--- src/rtl/satd_blk_sched.sv ---
// rtl/satd_blk_sched.sv - row-stream scheduler and cost accumulator for the 4x4 Hadamard SATD unit
module satd_blk_sched #(
  parameter int BLK_W   = 8,
  parameter int HAD_LAT = 3
) (
  input  logic                 clk,
  input  logic                 rst_n,
  input  logic                 start,
  input  logic                 in_valid,
  output logic                 in_ready,
  input  logic [8*BLK_W-1:0]   cur_row,
  input  logic [8*BLK_W-1:0]   ref_row,
  output logic [31:0]          had_cur0,
  output logic [31:0]          had_cur1,
  output logic [31:0]          had_cur2,
  output logic [31:0]          had_cur3,
  output logic [31:0]          had_ref0,
  output logic [31:0]          had_ref1,
  output logic [31:0]          had_ref2,
  output logic [31:0]          had_ref3,
  input  logic [15:0]          had_4x4,
  output logic                 busy,
  output logic                 satd_valid,
  output logic [23:0]          satd
);

  localparam int RW = 8 * BLK_W;
  // Column and strip counts are both BLK_W/4, so one terminal index serves both.
  localparam logic [1:0] LAST_IDX = 2'(BLK_W / 4 - 1);

  typedef enum logic [2:0] {
    IDLE,
    LOAD,
    ISSUE,
    DRAIN,
    DONE
  } state_t;

  state_t               state;
  logic [RW-1:0]        cur_buf [4];
  logic [RW-1:0]        ref_buf [4];
  logic [RW-1:0]        cur_sh  [4];
  logic [RW-1:0]        ref_sh  [4];
  logic [1:0]           row_cnt;
  logic [1:0]           col_cnt;
  logic [1:0]           strip_cnt;
  logic [HAD_LAT-1:0]   vld_sr;
  logic [HAD_LAT-1:0]   vld_sr_nxt;
  logic [23:0]          acc;
  logic [23:0]          acc_nxt;
  logic                 issue;
  logic                 row_acc;

  assign issue      = (state == ISSUE);
  assign row_acc    = in_valid & in_ready;
  assign vld_sr_nxt = (vld_sr << 1) | HAD_LAT'(issue);
  assign acc_nxt    = acc + (vld_sr[HAD_LAT-1] ? {8'd0, had_4x4} : 24'd0);

  // Left-align the selected 32-bit column so it can be taken from the top of each row.
  always_comb begin
    for (int r = 0; r < 4; r++) begin
      cur_sh[r] = cur_buf[r] << {col_cnt, 5'd0};
      ref_sh[r] = ref_buf[r] << {col_cnt, 5'd0};
    end
  end

  assign had_cur0 = issue ? cur_sh[0][RW-1 -: 32] : 32'd0;
  assign had_cur1 = issue ? cur_sh[1][RW-1 -: 32] : 32'd0;
  assign had_cur2 = issue ? cur_sh[2][RW-1 -: 32] : 32'd0;
  assign had_cur3 = issue ? cur_sh[3][RW-1 -: 32] : 32'd0;
  assign had_ref0 = issue ? ref_sh[0][RW-1 -: 32] : 32'd0;
  assign had_ref1 = issue ? ref_sh[1][RW-1 -: 32] : 32'd0;
  assign had_ref2 = issue ? ref_sh[2][RW-1 -: 32] : 32'd0;
  assign had_ref3 = issue ? ref_sh[3][RW-1 -: 32] : 32'd0;

  always_ff @(posedge clk or negedge rst_n) begin
    if (!rst_n) begin
      state      <= IDLE;
      row_cnt    <= 2'd0;
      col_cnt    <= 2'd0;
      strip_cnt  <= 2'd0;
      vld_sr     <= '0;
      acc        <= 24'd0;
      satd       <= 24'd0;
      satd_valid <= 1'b0;
      busy       <= 1'b0;
      in_ready   <= 1'b0;
      for (int r = 0; r < 4; r++) begin
        cur_buf[r] <= '0;
        ref_buf[r] <= '0;
      end
    end else begin
      satd_valid <= 1'b0;
      vld_sr     <= vld_sr_nxt;
      if (state != IDLE) begin
        acc <= acc_nxt;
      end
      unique case (state)
        IDLE: begin
          if (start) begin
            state     <= LOAD;
            acc       <= 24'd0;
            row_cnt   <= 2'd0;
            col_cnt   <= 2'd0;
            strip_cnt <= 2'd0;
            busy      <= 1'b1;
            in_ready  <= 1'b1;
          end
        end
        LOAD: begin
          if (row_acc) begin
            cur_buf[row_cnt] <= cur_row;
            ref_buf[row_cnt] <= ref_row;
            row_cnt          <= row_cnt + 2'd1;
            if (row_cnt == 2'd3) begin
              state    <= ISSUE;
              col_cnt  <= 2'd0;
              in_ready <= 1'b0;
            end
          end
        end
        ISSUE: begin
          if (col_cnt == LAST_IDX) begin
            col_cnt <= 2'd0;
            if (strip_cnt == LAST_IDX) begin
              state <= DRAIN;
            end else begin
              strip_cnt <= strip_cnt + 2'd1;
              state     <= LOAD;
              in_ready  <= 1'b1;
            end
          end else begin
            col_cnt <= col_cnt + 2'd1;
          end
        end
        DRAIN: begin
          // Leave as the final return is being captured so its cost lands in satd.
          if (vld_sr_nxt == '0) begin
            state      <= DONE;
            satd       <= acc_nxt;
            satd_valid <= 1'b1;
            busy       <= 1'b0;
          end
        end
        DONE: begin
          state <= IDLE;
        end
        default: begin
          state <= IDLE;
        end
      endcase
    end
  end

endmodule
--- config.mk ---
export PLATFORM = sky130hd
export DESIGN_NAME = satd_blk_sched
export DESIGN_NICKNAME = d
export VERILOG_FILES = /design/src/rtl/satd_blk_sched.sv
export SDC_FILE = /design/constraint.sdc
export NUM_CORES = 1
export LEC_CHECK = 0
export ABC_AREA = 0
export CAP_MARGIN = 20
export CORE_AREA = 2 2 220 222
export CTS_BUF_LIST = sky130_fd_sc_hd__clkbuf_4 sky130_fd_sc_hd__clkbuf_8
export DETAILED_ROUTE_END_ITERATION = 12
export DIE_AREA = 0 0 222 224
export MAX_ROUTING_LAYER = met4
export PLACE_DENSITY = 0.88
export SLEW_MARGIN = 20
export SYNTH_ARGS = -nofsm -noshare
export SYNTH_HDL_FRONTEND = slang
export SYNTH_SLANG_ARGS = --single-unit
--- constraint.sdc ---
create_clock -name clk -period 3.36 [get_ports clk]
set_input_delay 0.504 -clock clk [delete_from_list [all_inputs] [get_ports clk]]
set_output_delay 0.504 -clock clk [all_outputs]
set_load 0.02 [all_outputs]
Word level (Yosys, flattened, before mapping)
Index checks and enable logic that the tools add are counted.
Word-level totals
  flip-flop bits (word level): 575
  bits in latches: 0
  memory bits (writable): 0
  bits in read-only memories: 0
  output and inout port bits: 283
  logic and storage cells: 106
  memories: 0
Operators by class
  $add $sub $neg: 4
  multipliers: 0
  div/mod/pow operators: 0
  $lt $le $gt $ge: 2
  eq/ne operators: 12
  shifts and indexed selects: 8
  mux-type cells: 43
  bitwise operators: 3
  reductions and logical operators: 16
Operators with widths (count)
  $bwmux 256: 2
  $shl 64x7->64: 8
  $mux 32: 8
  $demux 64 s2: 1
  $mux 24: 3
  $mux 64: 1
  $add 24x16->24: 1
  $mux 16: 1
  $mux 2: 8
  $mux 3: 5
  $pmux 3 s4: 1
  $ne 2x2->1 const B: 5
  $mux 1: 8
  $pmux 2 s2: 2
  $reduce_and 4->1: 2
  $add 2x1->2 const B: 3
  $eq 3x2->1 const B: 2
  $logic_not 3->1: 2
  $pmux 2 s3: 1
  $reduce_and 3->1: 2
  $reduce_and 6->1: 1
  $reduce_bool 2->1: 3
  $reduce_bool 3->1: 2
  $reduce_and 5->1: 1
  other kinds (13): 15

Depth between registers and ports, before layout
  depth after elaboration: 6
  gate-level depth with buffers: 10

Worst setup path before layout
OpenSTA, ideal clock, no wires.
  path kind: in2reg
  from: input port had_4x4[0]
  to: register acc[20]
  setup time: 82 ps
  arrival time: 2688 ps
  path slack: 590 ps
  stages on the path: 10
  cell sequence: and2_1 -> ha_1 -> fa_1 -> a21o_2 -> a221o_1 -> a32oi_4 -> a21oi_4 -> and4_4 -> or2_0 -> a31oi_1
Between the ends
  cells in the longest elaborated chain, start to end: 5
RTL lines
  start, declared: line 21  | input logic [15:0] had_4x4,
  $mux 16 (*): line 57  | assign acc_nxt = acc + (vld_sr[HAD_LAT-1] ? {8'd0, had_4x4} : 24'd0);
  $add 24x16->24 (*): line 57
  $mux 24 (*): line 95  | if (state != IDLE) begin
  $mux 24: line 100  | if (start) begin
  $mux 24 (*): line 98  | unique case (state)
  end signal, assigned: line 96  | acc <= acc_nxt;
  end, declared: line 49  | logic [23:0] acc;
Mark *: on every way between the ends. The rest lies on a longest branch, timed or not.
A chain may end at the register's enable or synchronous reset.

Worst setup path after layout
  from: register state[0]
  to: output port had_cur3[5]
Between the ends
  cells in the longest elaborated chain, start to end: 2
RTL lines
  start, declared: line 39  | state_t state;
  start signal, assigned: line 78  | state <= IDLE;
  start signal, assigned: line 101  | state <= LOAD;
  start signal, assigned: line 116  | state <= ISSUE;
  $eq 3x2->1: line 54  | assign issue = (state == ISSUE);
  named net issue: line 51  | logic issue;
  $mux 32: line 70  | assign had_cur3 = issue ? cur_sh[3][RW-1 -: 32] : 32'd0;
  end, declared: line 16  | output logic [31:0] had_cur3,
The timed path passes the listed nets, and every way through them passes these cells.

==> impl_results.md <==
- Worst reg2reg setup slack: 250 ps
- CP endpoint kind: output port
- Power share of the combinational group: 0.362
- Post-DP HPWL: 45.1 mm
- Residual DRC count: 0
- Total power: 28.6 mW
- CP arrival: 2760 ps
- Multi-input gate area: 0.0113 sq mm
- Final Max Slew Viols: 0
- Skew final: 27.5 ps
- Root Driver: clkbuf_8
- Port Buf Inserts: 430
- Row count: 80
- Crit path cell chain: nor2_2 -> nand2_1 -> inv_2 -> nand2_8 -> nor2_1 -> clkdlybuf4s50_1
- Finish-stage setup viols: 0
- Syn_area_per_cell: 12.8 sq um
- Remaining global-route overflow: 0
- Cells after Synth: 2053
- CP Max Fanout: 20
- DRT iter0 DRCs: 1213
- Worst Setup Start Kind: register
- Flop pwr share: 0.415
- Largest net degree at the start of global routing: 105
- Fin crit period: 3260 ps
- Power share of the clock group: 0.223
- Slew @ Worst Pin: 1020 ps
- Fin crit share: 0.971
- TNS Setup: 0 ps
- Nets: 2678
- Max clock buf depth: 3
- Final Wtd Congestion: 0.950
- CP max stage delay: 710 ps
- WL final: 67.0 mm
- Met2 WL: 34.1 mm
- Layout area overhead: 27.2%
- Sequential area share after synthesis: 0.549
- CTS tree: yes
- IO Pins: 431
- Worst Slack Setup Final: 96.8 ps
- Fraction of registers with async set/reset: 1.00
- CTS sink count: 575
- Vias per std cell: 5.66
- Fill cells: 3218
- Global-route wire length before repair: 106 mm
- Slew margin rel.: 0.321
- Hold Path Class: reg -> reg
- Total of max-cap violations: 0
- GRT Util Overall: 0.276
- Post-synth top area cell: dfrtp_1
- Netlist cell types: 51
- Ys flop type: dfrtp_1
- Synth area leaders: dfrtp_1 55%, mux2_2 21%, mux2i_1 9.8%, nor2_1 4.0%, nand2_1 1.2%
- Wire length on met1: 26.9 mm
- Slowest CP cell: clkdlybuf4s50_1
- Die area: 0.0497 sq mm
- Met3 wire length: 3.51 mm
- Final hold slack: 418 ps
- Top-area cell type share of the netlist area: 0.549
- Initial core utilization: 0.553
- RSZ-0062 raised after global routing: yes
- Reg area: 0.0144 sq mm
- WL per Instance: 20.9 um
- Synthesized area: 0.0262 sq mm
- Syn_nets: 2223
- Vias in the first global route: 19341
- DR pass1 iterations: 6
- Pwr dens: 859 mW/mm^2
- Peak VDD IR: 0.596 mV
- Internal cell power: 19.1 mW
- Outcome: finished clean
- Antenna violations before repair: 6
- Clock Pin Slew Worst Setup and Hold Paths: 60 ps
- Net Sw Frac: 0.334
- Sw Pwr: 9.56 mW
- Max Fclk: 306 MHz
- H-tree levels: 3
- Post-synth EDFFs: 0
- Fraction of layout cells with a size suffix above 1: 0.289
- Die H: 224 um
- Syn. warnings: 0
- Setup CP Type: reg -> out
- Leak Pwr: 15.9 nW
- Synth Register Bits: 575
- Post-place setup slack: -6.65 ps
- CP required: 2860 ps
- Total CTS buffers: 93
- Core area: 0.0473 sq mm
- Post-route antenna net violation count: 0
- Die W: 222 um
- Util after Layout: 0.704
- Clock Latency Late Sink: 660 ps
- Max Used Layer: met4
- Via count: 18111
- Final hold vios: 0
-- worst max-delay path: cells and delay by family, from the launching register on --
kind                   cells  cell delay (ps)
and+or+nand+nor            4              730
buffers and inverters      2              870
DFF                        1              470
-- state kept, by name (all words and copies together), names as in the netlist --
signal,cells
col_cnt,2
strip_cnt,2
ref_buf,256
satd,24
row_cnt,2
busy,1
cur_buf,256
in_ready,1
state,3
acc,24
satd_valid,1
vld_sr,3
-- layout by cell type (no fill, tap or decap), drive strengths merged, types with 17 or more instances in the layout --
master	count
nor2	280
dfrtp	575
and2	17
buf	55
clkbuf	163
mux2i	256
ha	21
clkdlybuf4s50	184
nand2	84
mux2	515
nand3b	17
dlygate4sd2	226
o21ai	41
a21oi	22
-- routing by layer --
metal  GRT usage  vias up
met5           -        -
met4       0.125        0
met2       0.461      592
met1       0.326     9272
li1            -     8086
met3      0.0535      161
-- power by group through the flow --
stage / Sequential (mW) / Clock (mW) / Combinational [mW]
final: 11.9 / 6.38 / 10.4
after global routing: 12.2 / 6.82 / 11.1
after CTS: 11.8 / 6.50 / 10.4
after detailed placement: 11.9 / 0 / 10.5
after global placement: 11.6 / 0 / 10.1
after floorplan: 11.5 / 0 / 7.19
-- per-stage QoR --
| stage | instance area [sq um] | instances |
|---|---|---|
| 3_3_place_gp | 31500 | 3023 |
| 4_1_cts | 33300 | 3190 |
| 5_1_grt | 33300 | 3197 |
| 2_1_floorplan | 26200 | 2053 |
| 6_report | 33300 | 3197 |
| 3_5_place_dp | 31500 | 3023 |
-- cell type report --
| cell class | count | share of cell area |
|---|---|---|
| Clock buffer | 155 | 0.0571 |
| Antenna cell | 6 | 0.000451 |
| Clock inverter | 8 | 0.00308 |
| Multi-Input combinational cell | 1340 | 0.339 |
| Timing Repair Buffer | 487 | 0.144 |
| Sequential cell | 575 | 0.432 |
| Inverter | 11 | 0.00124 |
| Tap cell | 615 | 0.0231 |
-- cell usage after synthesis (2+ instances only) --
library cell  instances
dfrtp_1             575
mux2_2              497
nor2_1              280
mux2i_1             256
nand2_1              84
clkbuf_1             74
buf_2                49
o21ai_0              40
a21oi_1              21
ha_1                 21
mux2_1               18
nand3b_1             17
and2_1               16
xnor2_1              15
inv_1                10
nand3_1              10
a31oi_1               7
xor2_1                6
and3_1                5
buf_1                 4
a21o_1                3
nor2b_1               3
nor3_1                3
or3_1                 3
a211oi_1              2
a21o_2                2
a22o_1                2
nand2b_1              2
nand4_1               2
o211ai_1              2
o21a_1                2
o21bai_1              2
o22ai_1               2
-- cells by family (layout without fill, tap and decap cells) --
kind of cell / Yosys count / after routing / share of synthesized area
adders and majority gates: 22 / 22 / 0.0108
buffers and inverters: 138 / 661 / 0.0221
and+or+nand+nor: 431 / 431 / 0.0687
other: 0 / 6 / 0
AOI/OAI and AO/OA: 95 / 95 / 0.0226
DFF: 575 / 575 / 0.549
muxes: 771 / 771 / 0.319
xor gates and xnor gates: 21 / 21 / 0.00702
-- path summary, 6_finish.rpt --
| kind | endpoint | from | depth (start not counted) |
|---|---|---|---|
| worst max register to register | satd[22] | vld_sr[2] | 11 |
| max in group asynchronous | cur_buf[110] | rst_n | 3 |
| min in group asynchronous | ref_buf[22] | rst_n | 2 |
| worst min-delay path | vld_sr[1] | vld_sr[0] | 0 |
| worst min register to register | vld_sr[1] | vld_sr[0] | 0 |
| worst max-delay path | had_cur3[5] | state[0] | 6 |
-- timing repair --
item | in CTS | in global routing
buffers inserted | 2 | 0
endpoints found under the setup margin | 254 | 9
endpoints found under the hold margin | 84 | 0
resized for setup | 248 | 28
hold buffers | 1 | 0
gates cloned | 1 | 1
(Power assumes the default switching activity.)
